<file path="config.mk">
export PLATFORM = sky130hd
export DESIGN_NAME = pdp8_ifd_prefetch
export DESIGN_NICKNAME = d
export VERILOG_FILES = /design/src/rtl/pdp8_ifd_prefetch.sv
export SDC_FILE = /design/constraint.sdc
export NUM_CORES = 1
export LEC_CHECK = 0
export CORE_MARGIN = 2
export CORE_UTILIZATION = 49
export DETAILED_ROUTE_END_ITERATION = 16
export PLACE_DENSITY = 0.86
export SLEW_MARGIN = 20
export SYNTH_ARGS = -nofsm -noshare
export SYNTH_HDL_FRONTEND = slang
export SYNTH_SLANG_ARGS = --single-unit
</file>
<file path="constraint.sdc">
create_clock -name clk -period 2 [get_ports clk]
set_input_delay 0.3 -clock clk [delete_from_list [all_inputs] [get_ports clk]]
set_output_delay 0.3 -clock clk [all_outputs]
set_load 0.1 [all_outputs]
</file>
<file path="src/rtl/pdp8_ifd_prefetch.sv">
// pdp8_ifd_prefetch: PDP-8 instruction prefetch queue with opcode pre-decode.
// Issues sequential memory reads ahead of the exec unit, buffers up to DEPTH
// words with their addresses, and handles redirects (pc_load) by flushing.
// Optional macro IFD_HLT_STOP_EN: an HLT word (7402 octal) stops fetching when
// it is queued and parks the unit in DONE once it is consumed.
module pdp8_ifd_prefetch #(
  parameter int ADDR_WIDTH = 12,
  parameter int DATA_WIDTH = 12,
  parameter int DEPTH      = 4,
  parameter logic [ADDR_WIDTH-1:0] START_ADDR = ADDR_WIDTH'(12'o200)
) (
  input  logic                  clk,
  input  logic                  reset,
  input  logic                  stall,
  input  logic                  pc_load,
  input  logic [ADDR_WIDTH-1:0] pc_value,
  output logic                  ifu_rd_req,
  output logic [ADDR_WIDTH-1:0] ifu_rd_addr,
  input  logic [DATA_WIDTH-1:0] ifu_rd_data,
  output logic                  instr_valid,
  output logic [DATA_WIDTH-1:0] instr,
  output logic [ADDR_WIDTH-1:0] instr_pc,
  output logic [5:0]            mem_op,
  output logic                  iot_op,
  output logic                  op7_op,
  output logic                  done
);
  localparam int PTR_W = $clog2(DEPTH);
  localparam int CNT_W = PTR_W + 1;
  localparam logic [CNT_W-1:0] FULL = CNT_W'(DEPTH);

  typedef enum logic [1:0] {S_IDLE, S_FETCH, S_DONE} state_t;

  state_t                 state_q, state_d;
  logic [ADDR_WIDTH-1:0]  addr_q, addr_d;
  logic [CNT_W-1:0]       count_q, count_d;
  logic [PTR_W-1:0]       rd_ptr_q, rd_ptr_d;
  logic [PTR_W-1:0]       wr_ptr_q, wr_ptr_d;
  logic                   infl_q, infl_d;
  logic                   stop_q, stop_d;
  logic [ADDR_WIDTH-1:0]  infl_addr_q;
  logic [DATA_WIDTH-1:0]  word_q [DEPTH];
  logic [ADDR_WIDTH-1:0]  wpc_q  [DEPTH];

  logic             fetching, head_valid, pop, push, redirect, room, req;
  logic             hlt_in, hlt_pop, stop_pend;
  logic [CNT_W:0]   occ;
  logic [2:0]       opcode;

  assign fetching   = (state_q == S_FETCH);
  assign head_valid = fetching && (count_q != '0);
  assign pop        = head_valid && !stall;
  assign redirect   = fetching && pc_load;
  // A word arriving alongside a redirect belongs to the old stream and is dropped.
  assign push       = fetching && infl_q && !redirect && ((count_q != FULL) || pop);
  // Queued words plus the outstanding read must leave room for the reply.
  assign occ        = {1'b0, count_q} + {{CNT_W{1'b0}}, infl_q};
  assign room       = (occ < {1'b0, FULL});

`ifdef IFD_HLT_STOP_EN
  localparam logic [DATA_WIDTH-1:0] HLT_WORD = DATA_WIDTH'(12'o7402);
  assign hlt_in  = push && (ifu_rd_data == HLT_WORD);
  assign hlt_pop = pop && (word_q[rd_ptr_q] == HLT_WORD);
  assign done    = (state_q == S_DONE) && !reset;
`else
  assign hlt_in  = 1'b0;
  assign hlt_pop = 1'b0;
  assign done    = 1'b0;
`endif

  assign stop_pend = stop_q || hlt_in;
  assign req       = fetching && room && !pc_load && !stop_pend;

  // Outputs are forced to their idle values for as long as reset is held.
  assign ifu_rd_req  = req && !reset;
  assign ifu_rd_addr = reset ? START_ADDR : addr_q;
  assign instr_valid = head_valid && !reset;
  assign instr       = instr_valid ? word_q[rd_ptr_q] : '0;
  assign instr_pc    = instr_valid ? wpc_q[rd_ptr_q] : '0;
  assign opcode      = instr[DATA_WIDTH-1 -: 3];

  // Pre-decode the head opcode; everything reads zero with no valid head.
  always_comb begin
    mem_op = '0;
    iot_op = 1'b0;
    op7_op = 1'b0;
    if (instr_valid) begin
      case (opcode)
        3'd6:    iot_op = 1'b1;
        3'd7:    op7_op = 1'b1;
        default: mem_op = 6'd1 << opcode;
      endcase
    end
  end

  // Next-state logic: FSM, fetch address, queue pointers and occupancy.
  always_comb begin
    state_d  = state_q;
    addr_d   = addr_q;
    count_d  = count_q;
    rd_ptr_d = rd_ptr_q;
    wr_ptr_d = wr_ptr_q;
    infl_d   = req;
    stop_d   = stop_q;
    case (state_q)
      S_IDLE: state_d = S_FETCH;
      S_FETCH: begin
        if (req)  addr_d   = addr_q + ADDR_WIDTH'(1);
        if (push) wr_ptr_d = wr_ptr_q + PTR_W'(1);
        if (pop)  rd_ptr_d = rd_ptr_q + PTR_W'(1);
        case ({push, pop})
          2'b10:   count_d = count_q + CNT_W'(1);
          2'b01:   count_d = count_q - CNT_W'(1);
          default: count_d = count_q;
        endcase
        if (hlt_in) stop_d = 1'b1;
        // Redirect: the same-cycle pop has already advanced; drop the rest.
        if (redirect) begin
          addr_d   = pc_value;
          count_d  = '0;
          rd_ptr_d = '0;
          wr_ptr_d = '0;
          stop_d   = 1'b0;
        end
        if (hlt_pop) begin
          state_d  = S_DONE;
          count_d  = '0;
          rd_ptr_d = '0;
          wr_ptr_d = '0;
        end
      end
      default: state_d = state_q;
    endcase
  end

  // Control state register with synchronous reset.
  always_ff @(posedge clk) begin
    if (reset) begin
      state_q  <= S_IDLE;
      addr_q   <= START_ADDR;
      count_q  <= '0;
      rd_ptr_q <= '0;
      wr_ptr_q <= '0;
      infl_q   <= 1'b0;
      stop_q   <= 1'b0;
    end else begin
      state_q  <= state_d;
      addr_q   <= addr_d;
      count_q  <= count_d;
      rd_ptr_q <= rd_ptr_d;
      wr_ptr_q <= wr_ptr_d;
      infl_q   <= infl_d;
      stop_q   <= stop_d;
    end
  end

  // Queue storage: remember the outstanding address, capture returned words.
  always_ff @(posedge clk) begin
    if (req) infl_addr_q <= addr_q;
    if (push) begin
      word_q[wr_ptr_q] <= ifu_rd_data;
      wpc_q[wr_ptr_q]  <= infl_addr_q;
    end
  end

endmodule

</file>
==> impl.org, run 1 <==
** Routing
- Once detail routing completed, the nets flagged for antenna violations numbered 0.
- In the routed design, unresolved DRC markers number 0.
- Number of optimization iterations in the first detailed-route pass :: 4
- Detailed-route via count :: 3607
- In the routed layout, each cell is associated on average with a via count of 5.71.
- Dividing the detail-routed wire length by the instance count gives 20.0 um.
- Drt initial violations :: 207
- Routed Wire Length :: 12600 um

** Global routing
- The first global-routing pass estimated 19600 um of wire.
- The initial antenna violation count is 0.
- Via count of the first global-routing pass :: 3725
- In the global route stage, overall resource usage came out at 22.4%.
- The total overflow left after global routing is 0.
- Entering global routing, the biggest net connects 32 pins.

** Placed design
- Buffers placed on the I/O ports in this run total 73.
- At the end of routability-driven placement, the weighted congestion stood at 0.849.
- The HPWL after detailed placement is 7560 um.
- After detailed placement, the total cell area comes to 0.00731 mm^2.

** Yosys
- Counting every instance in the synthesized netlist gives 365.
- Of the total synthesized cell area, the portion taken by AND, OR, NAND and NOR gates is 11.8%.
- Flip-flop and latch count after synthesis :: 131
- Share of the synthesized area in compound gates (AO/OA/AOI/OAI) :: 5.97%
- Most frequently used flop master after synthesis :: edfxtp_1
- The synthesized design spends more area on one cell type than any other, namely edfxtp_1.
- Area share of xor/xnor cells in the synthesized design :: 1.11%
- After synthesis, the share of cell area in mux cells is 10.4%.
- Distinct cell type count after synthesis :: 47
- Of the post-synthesis cell area, the dominant cell type holds 58.8%.
- Register area share after synthesis :: 67.2%
- Counting flops with a built-in enable in the synthesized netlist gives 108.
- After Yosys synthesis, full adders, half adders and majority gates account for 1.36% of the synthesized area.
- The number of nets in the synthesized netlist is 399.
- Mean instance size in the synthesized netlist :: 15.1 um^2
- Post-synth ARST share :: 0%
- The cell area that synthesis handed to floorplanning was 0.00551 mm^2.
- After synthesis, the largest family of logic cells by area is simple AND/OR/NAND/NOR gates.
- Largest cells by area after synthesis :: edfxtp_1 (59%), mux4_2 (9.4%), dfxtp_1 (8.4%)
- Yosys printed 0 warnings.

** Run status
- Outcome :: complete, but fails checks
- The final reports fail on setup timing.

** STA
- For the finished layout, the period the worst path requires is 2.44 ns.
- Setup violations remaining at the end of the flow were counted as 34.
- Least-Margin Pin Slew :: 0.521 ns
- Hold Fails Final Rpt :: 0
- The clock arrives with 0.00963 ns of skew.
- The worst pin sits at a relative slew slack of 65.0%.
- Final critical-path setup slack :: -0.445 ns
- Number of slew-limit violations in the final report :: 0
- Setup repair after global routing could not meet its margin everywhere.
- In the finished design, the share of the clock period the worst path needs comes to 122%.
- Maximum frequency from static timing analysis :: 409 MHz

** Clock network
- CTS tree :: done
- Counting the buffers created by CTS gives 17.
- Counting along the longest clock path gives a buffer depth of 2.
- The number of hold buffers added after CTS was 0.
- Clock tree synthesis found a total of 131 sinks.
- The clock reaches the later pin of the worst-skew pair after 0.52 ns.
- Clock edge transition at the registers on the reported setup and hold paths :: 0.06 ns
- In this run the number of H-tree levels came out at 4.
- The root buffer cell chosen for the clock tree is clkbuf_8.

** Finish
- Of the cells placed in the final design, the portion with a size suffix greater than 1 is 43.1%.
- Final Cell Area :: 0.00808 mm^2
- The layout has 606 filler cells.
- Synthesis-to-layout area growth :: 46.6%
- The net count of the finished layout is 513.
- Commonest cells after routing, fill and taps aside :: edfxtp_1 (108), buf_12 (53), clkdlybuf4s50_1 (27), buf_4 (27), mux4_2 (23)
- Register Area :: 0.00371 mm^2
- The repair_antennas step left the layout with diodes totalling 0.
- In the final layout, the multi-input gates occupy 0.00194 mm^2.
- Leaving out fill and tap cells, the most frequent cell in the layout is edfxtp_1.

** Setup path
- Data arrival time of the critical path :: 2.14 ns
- The signal on the critical path passes through mux4_2 -> or3_4 -> nor2_4 -> buf_12.
- Slowest-stage cell, CP :: mux4_2
- Delay of the slowest cell on the worst path :: 0.51 ns
- Category of the critical setup timing path :: register to output pin
- The worst setup path is captured at an output pin.
- Critical path required time :: 1.70 ns
- Startpoint type of the worst setup path :: register
- Crit path max fanout :: 4

** Pwr
- In this run the power density over the cells is 792 mW/mm^2.
- Power consumption :: 6.40 mW
- Peak VDD IR :: 0.492 mV
- Pleak :: 2.80 nW

** Floorplan
- Number of core rows :: 38
- The floorplan step defined a die boundary enclosing 0.0121 mm^2.
- Height of the chip :: 110 um
- Initial standard-cell utilization of the core :: 50.6%
- Total I/O pin count :: 75
- Core footprint :: 0.0109 mm^2
- The die is 110 um wide.

** Run
- Max-cap violations :: 0

** Worst hold path
- Type of the tightest min-delay check :: input pin to register
[sequential cells by signal, indices dropped and copies added, names as in the netlist, named ones only]
name and flops:
word_q 48, infl_addr_q 12, rd_ptr_q 2, state_q 1
wpc_q 48, wr_ptr_q 2, addr_q 12, infl_q 1
count_q 3
[critical path, delay by kind of cell (launching register included)]
| kind | cells | cell delay [ns] |
|---|---|---|
| AND/OR/NAND/NOR | 2 | 0.55 |
| buffers and inverters | 1 | 0.18 |
| multiplexers | 1 | 0.51 |
| flip-flops | 1 | 0.38 |
[path summary, 6_finish.rpt]
kind	from	to	slack [ns]	cells after the start
worst max-delay path	register	mem_op[0]	-0.44	4
worst min-delay path	pc_value[0]	addr_q[0]	0.38	3
worst min register to register	addr_q[11]	infl_addr_q[11]	0.47	0
worst max register to register	count_q[2]	count_q[2]	-0.19	9
[metrics by stage]
step	setup TNS (ns)	instances	utilization [%]	hold WS (ns)	worst slack, ns
2_1_floorplan	-3.24	365	-	0.399	-0.389
3_3_place_gp	-8.97	593	67.1	0.437	-0.317
3_5_place_dp	-17.79	593	67.1	0.450	-0.436
4_1_cts	-11.69	631	73.8	0.371	-0.442
5_1_grt	-13.88	632	74.2	0.397	-0.501
6_report	-11.90	632	74.2	0.376	-0.445
[synth_stat cells (2+ instances only)]
cell type / n
a31oi_1: 6
xor2_1: 5
nand2_1: 12
o21a_1: 2
edfxtp_1: 108
nor2_1: 15
a311oi_1: 2
mux4_2: 23
mux2_2: 3
and3_1: 5
nor3b_1: 4
buf_2: 7
a21oi_1: 11
a211oi_1: 2
o31ai_1: 4
and2_1: 28
nor2b_1: 14
and4_1: 2
dfxtp_1: 23
inv_1: 7
xnor2_1: 2
ha_1: 6
mux2i_1: 2
nand2b_1: 4
or3_1: 2
clkbuf_1: 13
o21ai_0: 14
nor3_1: 10
nand3_1: 6
a21o_1: 2
nand4_1: 5
[power breakdown]
| part | leakage (nW) | internal [mW] | switching [mW] | total (mW) |
|---|---|---|---|---|
| sequential | 1.17 | 2.98 | 0.0362 | 3.02 |
| combinational | 1.36 | 0.162 | 0.213 | 0.375 |
| clock | 0.279 | 1.81 | 1.20 | 3.01 |
[area by class of cell]
class / count / share of cell area, %
clock buffer: 17 / 5.12
tap: 140 / 2.17
multi-input combinational: 206 / 24.0
timing repair buffer: 116 / 20.2
sequential: 131 / 46.0
clock inverter: 15 / 2.14
inverter: 7 / 0.418
[routing by layer]
layer  global-route usage (%)  routed length, um  part of all wire [%]
met5                        0                  0                     0
met4                     9.31                279                   2.2
met3                     4.82                643                   5.1
met2                     39.7               6760                    54
met1                     26.3               4930                    39
[cell families after synthesis]
kind of cell | count (synthesis)
DFF | 131
and+or+nand+nor | 114
other | 1
muxes | 28
xor gates and xnor gates | 7
buffers and inverters | 28
adders and majority gates | 6
AOI/OAI and AO/OA | 50
[what timing repair did]
item / 4_1_cts / 5_1_grt
buffers inserted: 6 / 1
gates resized for setup: 22 / 13
gates cloned: 0 / 0
pin swaps: 4 / 1
endpoints found under the setup margin: 36 / 35
Power figures use the tool's default switching activity.
==> inputs of run 2 (changes only) <==
--- a/config.mk
+++ b/config.mk
@@ -13,3 +13,4 @@
 export SYNTH_ARGS = -nofsm -noshare
 export SYNTH_HDL_FRONTEND = slang
 export SYNTH_SLANG_ARGS = --single-unit
+export TNS_END_PERCENT = 20
==> run 2 against run 1 <==
- the run still ends with setup timing left
- sequential share of layout area is 0.46 points higher
- largest cell class unchanged
- critical endpoint unchanged
- clock power is 4% higher
- count of clock-buffer cells in the layout stayed put
- cell count is 0.95% lower
- total power is 1.6% higher
- clock skew hardly changed
- sequential power hardly changed
==> impl.org, run 2 (same netlist as run 1, synthesis figures left out) <==
** Floorplan
- Die X :: 110 um
- For this configuration, the core starts out at a cell density of 50.6%.
- Core footprint :: 0.0109 mm^2
- The die covers 0.0121 mm^2.
- Pin placement for this block handled 75 I/O pins.
- Height of the chip :: 110 um
- Number of core rows :: 38

** Setup path
- The worst setup path is launched from a register.
- Category of the critical setup timing path :: register to output pin
- Data arrival time of the critical path :: 2.18 ns
- Delay of the slowest cell on the worst path :: 0.54 ns
- Together, buffers and inverters on the worst path number 1.
- Startpoint of the worst-slack reg-to-reg timing path :: count_q[2]
- Crit path max fanout :: 3
- In this run the critical register-to-register path is captured at count_q[2].
- Worst reg-to-reg path cell count :: 10
- Walking the worst path, the cells encountered are mux4_2 -> or3_4 -> nor2_4 -> buf_12.
- Critical path required time :: 1.70 ns
- STA classifies the critical path endpoint as an output pin.
- Dominant delay contributor by cell family on the critical path :: multiplexers
- The slowest stage of the critical path belongs to the cell mux4_2.
- Internal reg-to-reg setup slack :: -0.28 ns

** Finish
- Synthesis-to-layout area growth :: 45.2%
- In the final layout, the share of cells above drive strength 1 is 37.4%.
- Commonest cells after routing, fill and taps aside :: edfxtp_1 (108), buf_12 (54), clkdlybuf4s50_1 (27), buf_4 (26), mux4_2 (23)
- Number of antenna repair diodes :: 0
- Leading cell type in the layout, fill and taps excluded :: edfxtp_1
- The final layout contains 508 nets.
- Largest registers :: word_q: 48 flops, wpc_q: 48 flops
- Counting the fill cells in the layout gives 642.

** Pwr
- Dividing total power by cell area gives a power density of 813 mW/mm^2.
- The analysis attributes to cell leakage a power of 2.76 nW.
- The worst-case IR drop observed on VDD is 0.518 mV.

** Worst hold path
- The tightest min-delay check is of the input pin to register type.
- Count of cells along the worst hold path :: 3
- For hold timing, the worst endpoint is addr_q[0].
- Critical hold path startpoint :: pc_value[0]

** Global routing
- Global routing used 22.2% of the available tracks across all layers.
- Entering global routing, the biggest net connects 25 pins.
- The initial antenna violation count was 0.
- Global routing used 38.2% of the available met2 tracks.
- Global routing used 27.1% of the available met1 tracks.
- First-pass GRT wire length :: 19500 um
- For this run, global-route usage on met3 was measured as 5.23%.
- Global routing finished with a remaining overflow of 0.
- Via count of the first global-routing pass :: 3595
- The global routing stage identified its most utilized layer as met2.

** Clock network
- Number of buffers inserted by hold repair at cts :: 0
- TritonCTS built the clock tree.
- Clock Sink Count :: 131
- Buffers inserted during clock tree synthesis total 17.
- The longest clock path from root to sink contains 2 buffers.
- CTS Root Buffer Type :: clkbuf_8
- Later-pin clock latency in the skew report :: 0.52 ns
- After clock tree synthesis, the clock-pin slew on the worst setup and hold paths is 0.06 ns.
- CTS H-Tree Depth :: 4

** STA
- Setup violations remaining at the end of the flow were counted as 34.
- Hold Fails Final Rpt :: 0
- On the final layout, the worst clock skew is 0.00950 ns.
- Maximum frequency from static timing analysis :: 404 MHz
- Final Critical Period :: 2.48 ns
- Of the available clock period, the critical path in the final layout requires 124%.
- Once routing completed, OpenROAD measured the worst setup slack at -0.478 ns.
- Number of slew-limit violations in the final report :: 0
- Post-route setup TNS :: -13.50 ns
- Worst-case hold slack :: 0.380 ns
- Setup repair after global routing could not meet its margin everywhere.

** Routing
- Summing over every cut layer, the via total after detailed routing is 3591.
- Number of optimization iterations in the first detailed-route pass :: 5
- After detailed routing, the total wire length is 12500 um.
- The count of nets left with antenna violations once routing finished came out at 0.
- Routed length per placed instance :: 20.0 um
- Drt initial violations :: 251
- DRC :: 0
- Using the TritonRoute via totals, the vias-per-cell ratio works out to 5.74.

** Placed design
- The congestion estimate from routability-driven global placement came to 0.802.
- Setup Slack @ Placement :: -0.445 ns
- Once detailed placement completed, the half-perimeter wirelength came to 7720 um.
- Buffers placed on the I/O ports in this run total 73.

** Run status
- The final reports fail on setup timing.
- The flow ran to the end, but the final reports show violations.

** Run
- The tool flagged a number of max-cap violations equal to 0.
==> run 2: cell types whose count changed in the layout (fill, tap and decap cells not counted), moves of 2 or more <==
cell       before  now
and2_1          8   19
nor2b_1         3   13
nor2b_2        11    1
and2_2         10    4
inv_6           6    0
and2_4         10    5
buf_6           9    4
clkinv_2        0    3
bufinv_16       2    4
nand2_2         3    1
==> run 2: routing by layer <==
metal	share of wire (%)	vias up
met5	0	-
met4	2.3	0
met2	53	171
met3	6.2	25
li1	-	1636
met1	38	1759
==> run 2: layout make-up <==
cell class / instances / area, um^2 / share of cell area [%]
clock inverters: 14 / 189 / 2.36
inverters: 7 / 33.8 / 0.422
repair buffers: 111 / 1590 / 19.9
well taps: 140 / 175 / 2.19
multi-input cells: 206 / 1880 / 23.5
flip-flops and latches: 131 / 3720 / 46.4
clock buffers: 17 / 414 / 5.17
==> run 2: tightest hold or removal path, cell delays in order <==
cell	delay [ns]
clkdlybuf4s50_1	0.39
nor2_1	0.11
a211oi_1	0.05
==> run 2: worst max-delay path by stage <==
stage | slack, ns | endpoint | from | cells after the start
final | -0.48 | mem_op[0] | register | 4
after floorplan | -0.39 | iot_op | register | 5
after detailed placement | -0.45 | count_q[2] | pc_load | 9
after global routing | -0.52 | iot_op | count_q[2] | 8
after CTS | -0.49 | iot_op | register | 6
after global placement | -0.35 | count_q[2] | pc_load | 9
==> run 2: power by group <==
group	internal, mW	switching [mW]
logic	0.158	0.214
clock network	2.01	1.11
registers	2.98	0.0365
==> run 2: timing repair <==
action,4_1_cts,5_1_grt
gates resized for setup,26,4
setup buffers,4,1
endpoints found under the setup margin,36,35
pin swaps,6,4
==> run 2: through the flow <==
stage	area (um^2)	power (mW)	std cells	utilization, %
after floorplan	5650	3.26	365	-
after global placement	7260	3.42	591	66.7
after detailed placement	7260	3.44	591	66.7
after CTS	7990	6.53	626	73.4
after global routing	8000	6.67	626	73.5
final	8000	6.50	626	73.5
